`src/rtl/multi_button_debouncer.sv`:
```
// multi_button_debouncer: per-channel sync, debounce and hold/long/repeat event generation
module multi_button_debouncer #(
  parameter int NUM_CH          = 4,
  parameter int DEBOUNCE_CYCLES = 50000,
  parameter int LONG_CYCLES     = 50000000,
  parameter int REPEAT_CYCLES   = 10000000,
  parameter bit ACTIVE_LOW      = 1'b0
) (
  input  logic              clk,
  input  logic              reset_n,
  input  logic [NUM_CH-1:0] button_in,
  output logic [NUM_CH-1:0] btn_level,
  output logic [NUM_CH-1:0] btn_press,
  output logic [NUM_CH-1:0] btn_release,
  output logic [NUM_CH-1:0] btn_long,
  output logic [NUM_CH-1:0] btn_repeat
);
  localparam int DW   = $clog2(DEBOUNCE_CYCLES);
  localparam int LMAX = (LONG_CYCLES > 2) ? LONG_CYCLES : 2;
  localparam int HMAX = (REPEAT_CYCLES > LMAX) ? REPEAT_CYCLES : LMAX;
  localparam int HW   = $clog2(HMAX);
  typedef enum logic [1:0] {IDLE, HOLD, LONG} state_e;
  logic [NUM_CH-1:0] raw;
  assign raw = ACTIVE_LOW ? ~button_in : button_in;
  for (genvar c = 0; c < NUM_CH; c++) begin : g_ch
    logic          s1_q, s2_q, level_q, press_q, rel_q, long_q, rep_q, acc;
    logic [DW-1:0] dcnt_q, dcnt_d;
    logic [HW-1:0] hcnt_q;
    state_e        state_q;
    // acc marks the edge where a changed, stable input is accepted
    always_comb begin
      acc    = (s2_q != level_q) && (dcnt_q == DW'(DEBOUNCE_CYCLES - 1));
      dcnt_d = (s2_q == level_q || acc) ? '0 : dcnt_q + 1'b1;
    end
    always_ff @(posedge clk or negedge reset_n) begin
      if (!reset_n) begin
        s1_q    <= 1'b0;
        s2_q    <= 1'b0;
        dcnt_q  <= '0;
        level_q <= 1'b0;
        press_q <= 1'b0;
        rel_q   <= 1'b0;
        long_q  <= 1'b0;
        rep_q   <= 1'b0;
        hcnt_q  <= '0;
        state_q <= IDLE;
      end else begin
        s1_q    <= raw[c];
        s2_q    <= s1_q;
        dcnt_q  <= dcnt_d;
        level_q <= acc ? s2_q : level_q;
        press_q <= acc & s2_q;
        rel_q   <= acc & ~s2_q;
        long_q  <= 1'b0;
        rep_q   <= 1'b0;
        // a release overrides any terminal count landing on the same edge
        if (acc && !s2_q) begin
          state_q <= IDLE;
          hcnt_q  <= '0;
        end else begin
          case (state_q)
            IDLE: if (acc) begin
              state_q <= HOLD;
              hcnt_q  <= '0;
            end
            HOLD: if (hcnt_q == HW'(LONG_CYCLES - 1)) begin
              long_q  <= 1'b1;
              hcnt_q  <= '0;
              state_q <= LONG;
            end else hcnt_q <= hcnt_q + 1'b1;
            LONG: if (REPEAT_CYCLES > 0) begin
              if (hcnt_q == HW'(REPEAT_CYCLES - 1)) begin
                rep_q  <= 1'b1;
                hcnt_q <= '0;
              end else hcnt_q <= hcnt_q + 1'b1;
            end
            default: state_q <= IDLE;
          endcase
        end
      end
    end
    assign btn_level[c]   = level_q;
    assign btn_press[c]   = press_q;
    assign btn_release[c] = rel_q;
    assign btn_long[c]    = long_q;
    assign btn_repeat[c]  = rep_q;
  end
endmodule

```
`config.mk`:
```
export PLATFORM = sky130hd
export DESIGN_NAME = multi_button_debouncer
export DESIGN_NICKNAME = d
export VERILOG_FILES = /design/src/rtl/multi_button_debouncer.sv
export SDC_FILE = /design/constraint.sdc
export NUM_CORES = 1
export LEC_CHECK = 0
export CAP_MARGIN = 20
export CORE_MARGIN = 4
export CORE_UTILIZATION = 55
export CTS_CLUSTER_SIZE = 16
export DETAILED_ROUTE_END_ITERATION = 7
export PLACE_DENSITY = 0.7
export SETUP_SLACK_MARGIN = 0.4
export SLEW_MARGIN = 20
export SYNTH_ARGS = -nofsm -noshare
export SYNTH_HDL_FRONTEND = slang
export SYNTH_SLANG_ARGS = --single-unit
```
`constraint.sdc`:
```
create_clock -name clk -period 4.3 [get_ports clk]
set_input_delay 0.645 -clock clk [delete_from_list [all_inputs] [get_ports clk]]
set_output_delay 0.645 -clock clk [all_outputs]
set_load 0.05 [all_outputs]
```
==> results.yml, run 1 <==
place:
  gp_congestion: 0.841
  numPortBuffers: 25
  pre_cts_ws_ns: 1.47
  dpl.hpwl_um: 14100
timing:
  tns_ns: 0
  setup_slack_ns: 1.47
  fin_skew_ns: 0.0119
  holdWs_ns: 0.249
  setup_viol: 0
  fin_crit_sh_pct: 65.9
  rsz0062_at_grt: "false"
  fmax_mhz: 353
  final_hold_viol_count: 0
  relSlewSlack_pct: 35.1
  tightest_slew_ns: 0.974
  slew_violations: 0
  fin_crit_ns: 2.83
cts:
  post_cts_buffers: 0
  cts_made_buffers: 23
  cts_tree: "done"
  clkSinkCount: 204
  holdBufCountCts: 0
  cts_resized: 0
  clk_pin_slew_ns: 0.06
  clock-root-buffer: "clkbuf_16"
  clkLatencyLatePin_ns: 0.51
  htree_levels: 1
  cts_buffer_depth: 3
synthesis:
  synth_area_leaders: "dfrtp_1, nand3_1, nand2_1"
  avgSynthCellArea_um2: 9.32
  synth_edf_count: 0
  synth-main-ff-cell: "dfrtp_1"
  yosys.area.top_type: "dfrtp_1"
  ys_seq_elements: 204
  ys_top_cells_by_count: "dfrtp_1, nand2_1, nor2_1"
  synth_top_area_share_pct: 46.9
  synth_cell_types: 65
  ys_async_sr_fraction_pct: 100
  synthCells: 1169
  synth-seq-area-share_pct: 46.9
  syn-cell-area_mm2: 0.0109
  synthesis.nets: 1202
  ys.warnings.count: 0
  yosysMostFrequentCell: "dfrtp_1"
power:
  peakVddDrop_uv: 305
  finalPower_mw: 4.10
  power.density_mw_per_mm2: 340
  leakage_nw: 4.94
run:
  cap_violations: 0
floorplanning:
  num_rows: 51
  dieArea_mm2: 0.0221
  die_x_um: 149
  io_pins: 26
  die_y_um: 149
  initial_core_util_pct: 56.0
  coreArea_mm2: 0.0195
grt:
  grt_max_degree: 123
  antenna_found_initial: 0
  grt_util_all_layers_pct: 20.0
  first_global_vias: 8221
  grt_pass1_wl_um: 38300
  grt-ovfl-total: 0
critical_path:
  path_buf_inv: 0
  max_stage_delay_ns: 0.61
  arrival_ns: 3.27
  critical_path_class: "reg2reg"
  crit_chain: "or4b_1 > or4_4 > o22a_1 > or4_1 > nand3_1"
  cp-end-kind: "flip-flop"
  start_kind: "flip-flop"
  cp.required_ns: 4.74
  cpMaxStageDelayCell: "or4_1"
  path_max_fanout: 24
  path_delay_family: "simple AND/OR/NAND/NOR gates"
routing:
  via_per_inst: 5.84
  drtIter0Drc: 613
  dr_total_vias: 8466
  drc: 0
  drt-total-wl_um: 21600
  ant_nets: 0
  wl_per_cell_um: 14.9
  first_pass_iters: 4
final_layout:
  area_growth_syn_to_layout_pct: 10.7
  nNetsFinal: 1201
  antenna_cells: 0
  drive_gt1_share_pct: 5.32
outcome:
  status: "complete, no violations"
worst_hold_path:
  hp-class: "in2async"
-- placed cells by master (no fill, tap or decap), drive strengths merged, types with 8 or more instances in the layout --
cell type | synthesis | layout
inv | 33 | 33
xnor2 | 36 | 36
clkdlybuf4s50 | 0 | 24
nand2 | 138 | 138
a21o | 9 | 9
xor2 | 35 | 35
nor4bb | 8 | 8
and3 | 28 | 28
nor2 | 117 | 117
nand2b | 8 | 8
nor2b | 14 | 14
a21oi | 21 | 21
o311ai | 39 | 39
clkbuf | 37 | 28
nand3 | 109 | 109
dfrtp | 204 | 204
and4 | 13 | 13
clkinv | 0 | 9
a31oi | 16 | 16
o31ai | 15 | 15
ha | 27 | 27
nand4 | 40 | 40
and2 | 24 | 24
nor3 | 21 | 21
buf | 22 | 8
o21ai | 30 | 30
or3 | 18 | 18
nor4b | 18 | 18
nor4 | 11 | 11
or4 | 10 | 10
-- through the flow --
stage	instances	utilization (%)	instance area [µm²]
2_1_floorplan	1169	-	10900
3_5_place_dp	1408	57.8	11200
5_1_grt	1449	62.0	12100
3_3_place_gp	1408	57.8	11200
4_1_cts	1449	61.9	12100
6_report	1449	62.0	12100
-- worst register-to-register path: stages, from the launching register on --
cell     delay (ns)
dfrtp_1        0.42
or4b_1         0.55
or4_4          0.58
o22a_1         0.50
or4_1          0.62
nand3_1        0.09
-- flip-flops by register name, indices dropped and copies added (netlist names) --
signal and cells:
g_ch.s1_q 4, g_ch.level_q 4, g_ch.hcnt_q 104, g_ch.rep_q 4, g_ch.long_q 4, g_ch.dcnt_q 64
g_ch.state_q 8, g_ch.rel_q 4, g_ch.press_q 4, g_ch.s2_q 4
-- layer usage --
metal	wire length (µm)	share of wire (%)	up-vias	GRT usage [%]
li1	-	-	4227	-
met1	10300	48	4080	27.9
met2	10100	47	131	33.9
met3	659	3.1	28	2.37
met4	438	2.0	0	4.49
met5	0	0	-	0
-- cells by family (layout without fill, tap and decap cells) --
logic type               after synthesis  after routing  share of synthesized area (%)
AND/OR/NAND/NOR                      597            597                           28.5
buffers and inverters                 92            107                           3.94
AO/OA/AOI/OAI                        174            174                           11.5
flip-flops                           204            204                           46.9
multiplexers                           4              4                          0.390
XOR/XNOR                              71             71                           5.71
adder cells (fa/ha/maj)               27             27                           3.10
-- area by class of cell --
class	instances	area, µm²
clock inverters	14	173
flip-flops and latches	204	5100
repair buffers	33	327
clock buffers	27	631
inverters	33	124
well taps	265	332
fillers	1621	7400
multi-input cells	873	5370
-- final timing paths --
check | start | to | slack, ns | depth (start not counted)
max | g_ch[2].dcnt_q[7] | g_ch[2].hcnt_q[13] | 1.47 | 5
min reg2reg | g_ch[1].s1_q | g_ch[1].s2_q | 0.35 | 0
max reg2reg | g_ch[2].dcnt_q[7] | g_ch[2].hcnt_q[13] | 1.47 | 5
min in group clk | g_ch[1].s1_q | g_ch[1].s2_q | 0.35 | 0
max in group asynchronous | reset_n | g_ch[1].dcnt_q[7] | 3.08 | 2
min | reset_n | g_ch[3].hcnt_q[13] | 0.25 | 1
-- power breakdown --
| part | switching, mW | total (mW) | internal [mW] |
|---|---|---|---|
| clock | 0.797 | 2.08 | 1.28 |
| sequential | 0.0111 | 1.94 | 1.93 |
| combinational | 0.0557 | 0.0745 | 0.0188 |
Power figures use the tool's default switching activity.
==> run 2: changes to the inputs <==
--- a/config.mk
+++ b/config.mk
@@ -10,7 +10,7 @@
 export CORE_UTILIZATION = 55
 export CTS_CLUSTER_SIZE = 16
 export DETAILED_ROUTE_END_ITERATION = 7
-export PLACE_DENSITY = 0.7
+export PLACE_DENSITY = 0.73
 export SETUP_SLACK_MARGIN = 0.4
 export SLEW_MARGIN = 20
 export SYNTH_ARGS = -nofsm -noshare
==> constraint.sdc (replaced) <==
create_clock -name clk -period 2.3 [get_ports clk]
set_input_delay 0.345 -clock clk [delete_from_list [all_inputs] [get_ports clk]]
set_output_delay 0.345 -clock clk [all_outputs]
set_load 0.05 [all_outputs]
==> run 2 against run 1 <==
Net effect:
- the run now ends with setup timing left
- critical path type unchanged
- first-iteration DRC count grew 95%
- clock-buffer cell count grew 9
- maximum frequency grew 12%
==> results.yml, run 2 (synthesis results as in run 1) <==
outcome:
  status: "complete, but fails checks"
  failed_checks: "setup timing"
cts:
  clk_pin_slew_ns: 0.06
  clkSinkCount: 204
  clock-root-buffer: "clkbuf_16"
  cts_tree: "done"
  cts_buffer_depth: 3
  clkLatencyLatePin_ns: 0.53
  cts_made_buffers: 24
  htree_levels: 1
final_layout:
  fillCellCount: 901
  final_common_cell: "dfrtp_1"
  reg_top3: "g_ch.hcnt_q: 104 flops, g_ch.dcnt_q: 64 flops, g_ch.state_q: 8 flops"
  antenna_cells: 0
  drive_gt1_share_pct: 39.2
  nNetsFinal: 1429
  area_growth_syn_to_layout_pct: 50.1
  largest-register: "g_ch.hcnt_q"
  mostFrequentLayoutCells: "dfrtp_1, buf_4, nand2_1"
  largest_reg_flops: 104
  fin_area_mm2: 0.0164
place:
  dpl.hpwl_um: 16000
  dpl-instance-area_mm2: 0.0123
  numPortBuffers: 25
  gp_congestion: 0.836
timing:
  fin_skew_ns: 0.0135
  rsz0062_at_grt: "true"
  slew_violations: 0
  setup_slack_ns: -0.222
  relSlewSlack_pct: 60.7
  fin_crit_ns: 2.52
  setup_viol: 57
  fin_crit_sh_pct: 110
  tightest_slew_ns: 0.589
  final_hold_viol_count: 0
  fmax_mhz: 397
  holdWs_ns: 0.249
critical_path:
  cpMostUsedCell: "or4_4"
  cpMaxStageDelayCell: "or4_4"
  crit_chain: "or4bb_1 > or4_4 > buf_4 > o22a_4 > or4_4 > nand3_2"
  r2r-start: "g_ch[2].dcnt_q[12]"
  r2r-end: "g_ch[2].hcnt_q[13]"
  crit_end: "g_ch[2].hcnt_q[13]"
  rrSetupSlack_ns: -0.22
  max_stage_delay_ns: 0.58
  arrival_ns: 2.98
  start_kind: "flip-flop"
  startpoint: "g_ch[2].dcnt_q[12]"
  cp.required_ns: 2.76
  path_max_fanout: 9
  reg2reg_depth: 6
  critical_path_class: "reg2reg"
  cp-end-kind: "flip-flop"
floorplanning:
  die_x_um: 149
  initial_core_util_pct: 56.0
  num_rows: 51
  coreArea_mm2: 0.0195
  io_pins: 26
  dieArea_mm2: 0.0221
  die_y_um: 149
power:
  leakage_nw: 6.76
  power.density_mw_per_mm2: 463
  peakVddDrop_uv: 558
grt:
  grt_max_degree: 66
  antenna_found_initial: 0
  grt_pass1_wl_um: 49100
  grt_util_all_layers_pct: 26.4
  grt-ovfl-total: 0
  first_global_vias: 10100
routing:
  drtIter0Drc: 1194
  dr_total_vias: 11100
  wl_per_cell_um: 23.5
  via_per_inst: 6.62
  first_pass_iters: 8
  drc: 0
  ant_nets: 0
  drt-total-wl_um: 39400
run:
  cap_violations: 0
worst_hold_path:
  hp-class: "in2reg"
[run 2: cell count changes in the layout (fill, tap and decap cells not counted), sizes merged, moves of 2 or more]
cell	before	now
buf	8	230
bufinv	4	0
clkbuf	28	40
clkdlybuf4s15	0	2
clkdlybuf4s50	24	4
clkinv	9	6
dlygate4sd2	0	18
[run 2: critical path: cells and delay by family, from the launching register on]
family / cells / cell delay (ns)
AOI/OAI and AO/OA: 1 / 0.26
buffers and inverters: 1 / 0.16
DFF: 1 / 0.37
and+or+nand+nor: 4 / 1.66
[run 2: repair_timing]
action / CTS / global route
endpoints found under the hold margin: 59 / 0
setup endpoints to repair: 150 / 155
pin swaps: 87 / 91
hold buffers: 1 / 0
resized for setup: 251 / 225
setup buffers: 62 / 42
gates cloned: 12 / 3
[run 2: area by class of cell]
type,count,area (µm²),share of cell area [%]
clock inverter,6,33.8,0.207
multi-input combinational,874,7530,46.0
sequential,204,5120,31.3
tap,265,332,2.03
clock buffer,36,717,4.38
timing repair buffer,259,2490,15.2
inverter,33,126,0.773
[run 2: how the worst min path moves through the flow]
stage	cells after the start	slack [ns]	end	startpoint
2_1_floorplan	0	0.05	g_ch[0].dcnt_q[0]	reset_n
3_3_place_gp	0	0.33	g_ch[1].s2_q	g_ch[1].s1_q
3_5_place_dp	0	0.34	g_ch[0].s2_q	g_ch[0].s1_q
4_1_cts	1	0.26	g_ch[3].s1_q	button_in[3]
5_1_grt	1	0.26	g_ch[3].s1_q	button_in[3]
6_report	1	0.25	g_ch[3].s1_q	button_in[3]
[run 2: report_power, final]
group          switching [mW]  leakage (nW)  total (mW)  internal (mW)
clock                    1.57         0.375        3.71           2.14
sequential             0.0196          2.80        3.63           3.61
combinational           0.143          3.59       0.220         0.0770
total                    1.73          6.76        7.56           5.83
[run 2: per-stage QoR]
| step | setup WS, ns | util (%) | cells | power [mW] | setup TNS, ns |
|---|---|---|---|---|---|
| floorplan | -0.0843 | - | 1169 | 3.75 | -0.357 |
| global placement | -0.0811 | 63.3 | 1515 | 3.87 | -0.548 |
| detailed placement | -0.126 | 63.3 | 1515 | 3.88 | -1.96 |
| CTS | -0.0874 | 76.2 | 1632 | 7.49 | -0.597 |
| global route | -0.244 | 84.0 | 1677 | 7.75 | -8.43 |
| finish | -0.222 | 84.0 | 1677 | 7.56 | -5.85 |
[run 2: metal layers]
| layer | GRT usage, % | part of all wire (%) | vias to the layer above |
|---|---|---|---|
| li1 | - | - | 4677 |
| met1 | 34.3 | 36 | 5479 |
| met2 | 46.2 | 50 | 679 |
| met3 | 3.59 | 7.0 | 274 |
| met4 | 8.28 | 6.9 | 0 |
| met5 | 0 | 0 | - |
==> run 3: changes to the inputs <==
--- a/config.mk
+++ b/config.mk
@@ -8,7 +8,6 @@
 export CAP_MARGIN = 20
 export CORE_MARGIN = 4
 export CORE_UTILIZATION = 55
-export CTS_CLUSTER_SIZE = 16
 export DETAILED_ROUTE_END_ITERATION = 7
 export PLACE_DENSITY = 0.73
 export SETUP_SLACK_MARGIN = 0.4
==> run 3 against run 2 <==
Net effect:
- highest routed layer unchanged
- largest power group unchanged
- die area unchanged
- the run still ends with setup timing left
- maximum frequency increased by 1.7%
- wire length increased by 6.9%
- register-to-register slack improved by 0.04 ns
- clock skew increased by 0.013 ns
- total power increased by 3.5%
==> results.yml, run 3 (synthesis results as in run 1) <==
outcome:
  status: "complete, but fails checks"
  failed_checks: "setup timing"
place:
  dpl.hpwl_um: 16000
  gp_congestion: 0.836
  pre_cts_ws_ns: -0.126
  numPortBuffers: 25
final_layout:
  reg_top3: "g_ch.hcnt_q: 104 flops, g_ch.dcnt_q: 64 flops, g_ch.state_q: 8 flops"
  antenna_cells: 0
  final_common_cell: "dfrtp_1"
  largest-register: "g_ch.hcnt_q"
  drive_gt1_share_pct: 40.7
  largest_reg_flops: 104
  area_growth_syn_to_layout_pct: 52.7
  mostFrequentLayoutCells: "dfrtp_1, buf_4, nand2_1"
  fillCellCount: 851
  nNetsFinal: 1436
routing:
  wl_per_cell_um: 25.0
  via_per_inst: 6.82
  first_pass_iters: 6
  drc: 0
  drtIter0Drc: 1303
  dr_total_vias: 11500
  ant_nets: 0
  drt-total-wl_um: 42200
timing:
  fin_skew_ns: 0.0264
  holdWs_ns: 0.257
  slew_violations: 0
  fin_crit_sh_pct: 108
  final_hold_viol_count: 0
  setup_viol: 73
  fin_crit_ns: 2.48
  relSlewSlack_pct: 62.1
  fmax_mhz: 403
  tightest_slew_ns: 0.567
  setup_slack_ns: -0.180
  rsz0062_at_grt: "true"
  tns_ns: -5.27
critical_path:
  cp-end-kind: "flip-flop"
  critical_path_class: "reg2reg"
  start_kind: "flip-flop"
  cp.required_ns: 2.70
  arrival_ns: 2.88
  path_max_fanout: 3
power:
  power_frac_comb_pct: 2.9
  peakVddDrop_uv: 559
  seq_power_share_pct: 46.4
  finalPower_mw: 7.83
  leakage_nw: 6.91
  internal-power_mw: 6.06
  p_sw_mw: 1.77
  p_clk_share_pct: 50.7
  power.density_mw_per_mm2: 470
  switching_share_pct: 22.6
floorplanning:
  coreArea_mm2: 0.0195
  initial_core_util_pct: 56.0
  die_x_um: 149
  dieArea_mm2: 0.0221
  io_pins: 26
  die_y_um: 149
  num_rows: 51
cts:
  clk_pin_slew_ns: 0.06
  cts_buffer_depth: 3
  clkSinkCount: 204
  clkLatencyLatePin_ns: 0.53
  cts_made_buffers: 24
  clock-root-buffer: "clkbuf_16"
  htree_levels: 1
  cts_tree: "done"
grt:
  grt_max_degree: 66
  grt-ovfl-total: 0
  first_global_vias: 10300
  grt_pass1_wl_um: 49700
  grt_util_all_layers_pct: 26.8
  antenna_found_initial: 0
run:
  cap_violations: 0
worst_hold_path:
  hp-class: "in2reg"
[run 3: cell type report]
cell class | instances | area [µm²] | area share [%]
well taps | 265 | 332 | 1.99
flip-flops and latches | 204 | 5130 | 30.8
inverters | 33 | 124 | 0.744
repair buffers | 266 | 2540 | 15.3
clock buffers | 36 | 716 | 4.30
clock inverters | 5 | 92.6 | 0.556
multi-input cells | 874 | 7700 | 46.3
[run 3: metal layers]
metal	share of wire, %	track usage, %	vias to the layer above	wire (µm)
met5	0	0	-	0
met4	8.6	9.89	0	3640
met3	8.4	3.52	336	3520
met2	49	47.2	872	20500
met1	34	34.0	5561	14500
li1	-	-	4704	-
[run 3: power groups by stage]
stage | Sequential (mW) | Combinational (mW) | Clock, mW
after detailed placement | 3.70 | 0.180 | 0
after global placement | 3.70 | 0.177 | 0
after CTS | 3.63 | 0.193 | 3.91
final | 3.63 | 0.229 | 3.97
after floorplan | 3.70 | 0.0532 | 0
after global routing | 3.64 | 0.251 | 4.15
[run 3: metrics by stage]
| stage | std cells | utilization [%] | instance area (µm²) |
|---|---|---|---|
| floorplan | 1169 | - | 11200 |
| global placement | 1515 | 63.3 | 12300 |
| detailed placement | 1515 | 63.3 | 12300 |
| CTS | 1631 | 77.0 | 15000 |
| global route | 1683 | 85.5 | 16600 |
| finish | 1683 | 85.5 | 16600 |
[run 3: timing repair]
item,CTS,global route
hold endpoints to repair,59,0
resized for setup,267,241
buffers inserted,63,50
hold buffers,1,0
gates cloned,11,2
pin swaps,91,117
endpoints found under the setup margin,150,154
[run 3: path summary, 6_finish.rpt]
| check | start | endpoint | slack, ns | cells after the start |
|---|---|---|---|---|
| setup / recovery | g_ch[2].hcnt_q[0] | g_ch[2].hcnt_q[2] | -0.18 | 9 |
| hold / removal | button_in[0] | g_ch[0].s1_q | 0.26 | 1 |
| setup reg to reg | g_ch[2].hcnt_q[0] | g_ch[2].hcnt_q[2] | -0.18 | 9 |
| hold reg to reg | g_ch[1].s1_q | g_ch[1].s2_q | 0.35 | 0 |
| max in group asynchronous | reset_n | g_ch[1].hcnt_q[17] | 1.20 | 3 |
| min in group asynchronous | reset_n | g_ch[3].hcnt_q[8] | 0.40 | 2 |
[run 3: worst max-delay path: stages, from the launching register on]
cell and delay [ns]:
dfrtp_1 0.37, ha_1 0.22, nor4b_1 0.29, nand4_1 0.24, o41a_1 0.45, buf_4 0.18, o21ai_1 0.25, buf_4 0.19
o21a_1 0.11, o22ai_1 0.07
